`src/rtl/line_filter_edge_detect.sv`:
```
// Per-line glitch filter with programmable rise/fall hold times and registered
// single-cycle edge pulses on each filtered transition.
module line_filter_edge_detect #(
    parameter int unsigned LINE_NUM     = 3,
    parameter int unsigned FILTER_WIDTH = 16
) (
    input  logic                             clk,
    input  logic                             reset,
    input  logic [LINE_NUM-1:0]              iv_linein,
    input  logic                             i_filter_en,
    input  logic [LINE_NUM*FILTER_WIDTH-1:0] iv_filter_rise,
    input  logic [LINE_NUM*FILTER_WIDTH-1:0] iv_filter_fall,
    output logic [LINE_NUM-1:0]              ov_linein_filter,
    output logic [LINE_NUM-1:0]              ov_rise_pulse,
    output logic [LINE_NUM-1:0]              ov_fall_pulse
);

    logic [LINE_NUM-1:0][FILTER_WIDTH-1:0] cnt_q, cnt_d;
    logic [LINE_NUM-1:0][FILTER_WIDTH-1:0] thr;
    logic [LINE_NUM-1:0]                   filt_q, filt_d;
    logic [LINE_NUM-1:0]                   rise_q, rise_d;
    logic [LINE_NUM-1:0]                   fall_q, fall_d;

    always_comb begin
        cnt_d  = cnt_q;
        filt_d = filt_q;
        rise_d = '0;
        fall_d = '0;
        thr    = '0;
        for (int i = 0; i < LINE_NUM; i++) begin
            // The threshold in force depends on which edge the line is heading toward.
            if (i_filter_en) begin
                thr[i] = filt_q[i] ? iv_filter_fall[i*FILTER_WIDTH +: FILTER_WIDTH]
                                   : iv_filter_rise[i*FILTER_WIDTH +: FILTER_WIDTH];
            end
            if (iv_linein[i] == filt_q[i]) begin
                cnt_d[i] = '0;
            end else if (cnt_q[i] >= thr[i]) begin
                filt_d[i] = iv_linein[i];
                cnt_d[i]  = '0;
                rise_d[i] = iv_linein[i];
                fall_d[i] = ~iv_linein[i];
            end else if (cnt_q[i] != {FILTER_WIDTH{1'b1}}) begin
                cnt_d[i] = cnt_q[i] + FILTER_WIDTH'(1);
            end
        end
    end

    always_ff @(posedge clk or posedge reset) begin
        if (reset) begin
            cnt_q  <= '0;
            filt_q <= '0;
            rise_q <= '0;
            fall_q <= '0;
        end else begin
            cnt_q  <= cnt_d;
            filt_q <= filt_d;
            rise_q <= rise_d;
            fall_q <= fall_d;
        end
    end

    assign ov_linein_filter = filt_q;
    assign ov_rise_pulse    = rise_q;
    assign ov_fall_pulse    = fall_q;

endmodule

```
`config.mk`:
```
export PLATFORM = sky130hd
export DESIGN_NAME = line_filter_edge_detect
export DESIGN_NICKNAME = d
export VERILOG_FILES = /design/src/rtl/line_filter_edge_detect.sv
export SDC_FILE = /design/constraint.sdc
export NUM_CORES = 1
export LEC_CHECK = 0
export CAP_MARGIN = 20
export CORE_MARGIN = 8
export CORE_UTILIZATION = 26
export DETAILED_ROUTE_END_ITERATION = 8
export GPL_TIMING_DRIVEN = 0
export PLACE_DENSITY = 0.48
export SYNTH_ARGS = -nofsm -noshare
export SYNTH_HDL_FRONTEND = slang
export SYNTH_SLANG_ARGS = --single-unit
```
`constraint.sdc`:
```
create_clock -name clk -period 3.6 [get_ports clk]
set_input_delay 0.54 -clock clk [delete_from_list [all_inputs] [get_ports clk]]
set_output_delay 0.54 -clock clk [all_outputs]
set_load 0.02 [all_outputs]
```
==> results.md <==
- Syn avg cell area: 9.20 µm²
- Worst slew margin: 38.6%
- Setup violators final: 0
- Final core utilization: 35.6%
- Clock Path Buffers: 2
- Critical R2R Launch: ov_linein_filter[1]$_DFFE_PP0P_
- Post-Synth Simple-Gate Area: about 22%
- Crit path max fanout: 12
- Fin worst setup slack: 0.360 ns
- Clock buffer count from CTS: 9
- Register area share after synthesis: between 30% and 40%
- Nature of the critical path endpoint: register
- Global-route usage over all layers: 12.3%
- VDD IR-drop max: 252 µV
- Cell with the most instances after synthesis: nand2_1
- Post-synth cell types: between 50 and 60
- Vias in the first global route: 4403
- Initial core utilization: approximately a quarter
- Adder-cell share of the synthesized area: ~14%
- Most used routing layer: met2
- Via/cell ratio: 4.86
- Final ANT Viol Nets: 0
- Ys async rst share: 100%
- Top cells by count, synth: 69 x nand2_1, 57 x dfrtp_1, 51 x ha_1
- Wire per inst: 15.8 µm
- First-pass GRT wire length: between 20000 and 25000 µm
- Pin count of the biggest net entering global routing: 42
- Final min period: between 3 and 4 ns
- Cts hold-fix bufs: 0
- I/O Pins: ~110
- Hold crit path type: in2async
- CP Launch Type: register
- Initial DRT Pass Iterations: 7
- CP Class: reg2reg
- FF+latch count, synth: 57
- Least-Margin Pin Slew: 0.914 ns
- Die area: 22500 µm²
- Post-synth EDFFs: 0
- WL final: around 14000 µm
- Area delta synth->final: 35.3%
- Layout cells sized above 1: 13.2%
- Multi-input gate area: 3110 µm²
- Syn Nets: 661
- CTS HTree Levels: 3
- Max Clk Rate: between 0.3 and 0.4 GHz
- Overall Power: ~0.0027 W
- Hpwl dp: roughly 11000 µm
- Worst clock skew: approximately 0.0053 ns
- Pre-CTS setup slack: -0.285 ns
- Top cells by area, synth: dfrtp_1 31%, ha_1 14%, mux2_2 12%
- Multiplexer share of the synthesized area: 13.1%
- Max-slew violations: 0
- Largest family of logic cells by synthesized area: simple AND/OR/NAND/NOR gates
- # diodes: 0
- Ys flop type: dfrtp_1
- Netlist Area Pre-Place: 4680 µm²
- Pleak: ~2.6 nW
- Max cap viols: 0
- Die Wd: 150 µm
- R2R Path End: cnt_q[16]$_DFFE_PP0P_
- DRC: 0
- Synth top area share: 30.5%
- XOR/XNOR Fraction of Synth Area: 6.74%
- Core box area: 17800 µm²
- Clk sinks: 57
- Reg area: between 1000 and 1500 µm²
- Status: finished, final reports clean
- Setup TNS: 0 ns
- Met1 Use GR: 15.2%
- Largest area contributor in the netlist: dfrtp_1
- Crit path DAT: 3.46 ns
- RSZ-0062 raised after global routing: no
- Worst reg-to-reg path cell count: 11
- Post-Synthesis Cells: 508
- CTS tree: done
- Fillers: 1800
- Endpoints failing hold: 0
- Synth Area in Compound Gates: 11.0%
- GR Layer Usage met2: 20.1%
- R2r setup slk: 0.36 ns
- Antenna violations before repair: 0
- Worst path required time: 3.82 ns
- Final critical-path share of the clock period: 90.0%
- I/O Buffers: 109
- Worst-path clk slew: 0.05 ns
- Hold WS: 0.524 ns
- Pwr Density: 428 nW/µm²
- Die height: 150 µm
- Via Count: 4172
- Nets: 779
- Standard-cell row count: 49
- Root buf cell: clkbuf_16
- Iteration-0 DRC Markers: 176
- Synth Warn #: 0
- Clock Latency Late Sink: 0.33 ns
- Placer Congestion: 0.825
- GR Overflow Total: 0
- Global Route met3 Usage: 2.74%
-- worst max-delay path: stages (launching register included) --
cell       delay, ns
dfrtp_1         0.62
clkbuf_2        0.33
mux2_2          0.39
nand2_1         0.08
ha_1            0.14
nand4_1         0.13
or3_1           0.44
a2111oi_1       0.37
or4_1           0.19
buf_2           0.21
buf_6           0.18
nor2_1          0.06
-- cells by family after synthesis --
group                    after synthesis
XOR/XNOR                              36
AO/OA/AOI/OAI                         69
AND/OR/NAND/NOR                      208
adder cells (fa/ha/maj)               51
buffers and inverters                 32
flip-flops                            57
multiplexers                          55
-- cells in the final DEF (no fill, tap or decap), drive strengths merged, types with 5 or more instances in the layout --
master | netlist | routed
o21ai | 8 | 8
mux2i | 7 | 7
nand2 | 69 | 69
dfrtp | 57 | 57
clkbuf | 14 | 26
nand3 | 23 | 23
nor3 | 12 | 12
a2111oi | 7 | 7
buf | 5 | 6
xor2 | 8 | 8
inv | 13 | 13
nand4 | 18 | 18
a21oi | 21 | 21
xnor2 | 28 | 28
nor2 | 53 | 53
clkdlybuf4s50 | 0 | 109
a211oi | 10 | 10
mux2 | 48 | 48
ha | 51 | 51
nor3b | 5 | 5
-- what timing repair did --
action,4_1_cts,5_1_grt
endpoints found under the setup margin,22,37
resized for setup,2,7
buffers inserted,0,0
-- power by group --
group          switching, W  internal, W  total [W]
combinational      0.000511     0.000608    0.00112
clock              0.000280     0.000481   0.000761
sequential         0.000130     0.000699   0.000829
total              0.000922      0.00179    0.00271
-- worst max path at each step --
stage / startpoint / to / slack, ns / depth (start not counted)
final: ov_linein_filter[1]$_DFFE_PP0P_ / cnt_q[16]$_DFFE_PP0P_ / 0.36 / 11
after detailed placement: ov_linein_filter[0]$_DFFE_PP0P_ / cnt_q[7]$_DFFE_PP0P_ / -0.28 / 11
after CTS: ov_linein_filter[2]$_DFFE_PP0P_ / cnt_q[33]$_DFFE_PP0P_ / 0.05 / 12
after global placement: ov_linein_filter[0]$_DFFE_PP0P_ / cnt_q[15]$_DFFE_PP0P_ / -0.20 / 11
after floorplan: ov_linein_filter[1]$_DFFE_PP0P_ / cnt_q[16]$_DFFE_PP0P_ / 0.38 / 12
after global routing: ov_linein_filter[1]$_DFFE_PP0P_ / cnt_q[19]$_DFFE_PP0P_ / 0.10 / 11
-- metal layers --
layer	share of wire, %	wire (µm)
met5	0	0
met4	2.0	276
met3	4.5	615
met2	47	6380
met1	46	6270
-- cell type report --
| cell class | count | share of cell area [%] |
|---|---|---|
| Multi-Input combinational cell | 419 | 49.2 |
| Sequential cell | 57 | 22.6 |
| Timing Repair Buffer | 110 | 17.6 |
| Tap cell | 229 | 4.53 |
| Clock buffer | 15 | 4.07 |
| Buffer | 16 | 1.34 |
| Inverter | 13 | 0.771 |
-- through the flow --
stage | std cells | area, µm²
floorplan | 508 | 4680
global placement | 846 | 6050
detailed placement | 847 | 6070
CTS | 861 | 6330
global route | 859 | 6330
finish | 859 | 6330
-- registers in the layout, indices dropped and copies added (netlist names) --
register and count:
cnt_q 48, ov_fall_pulse 3, ov_linein_filter 3, ov_rise_pulse 3
No activity file was read; power rests on OpenSTA's default activity.
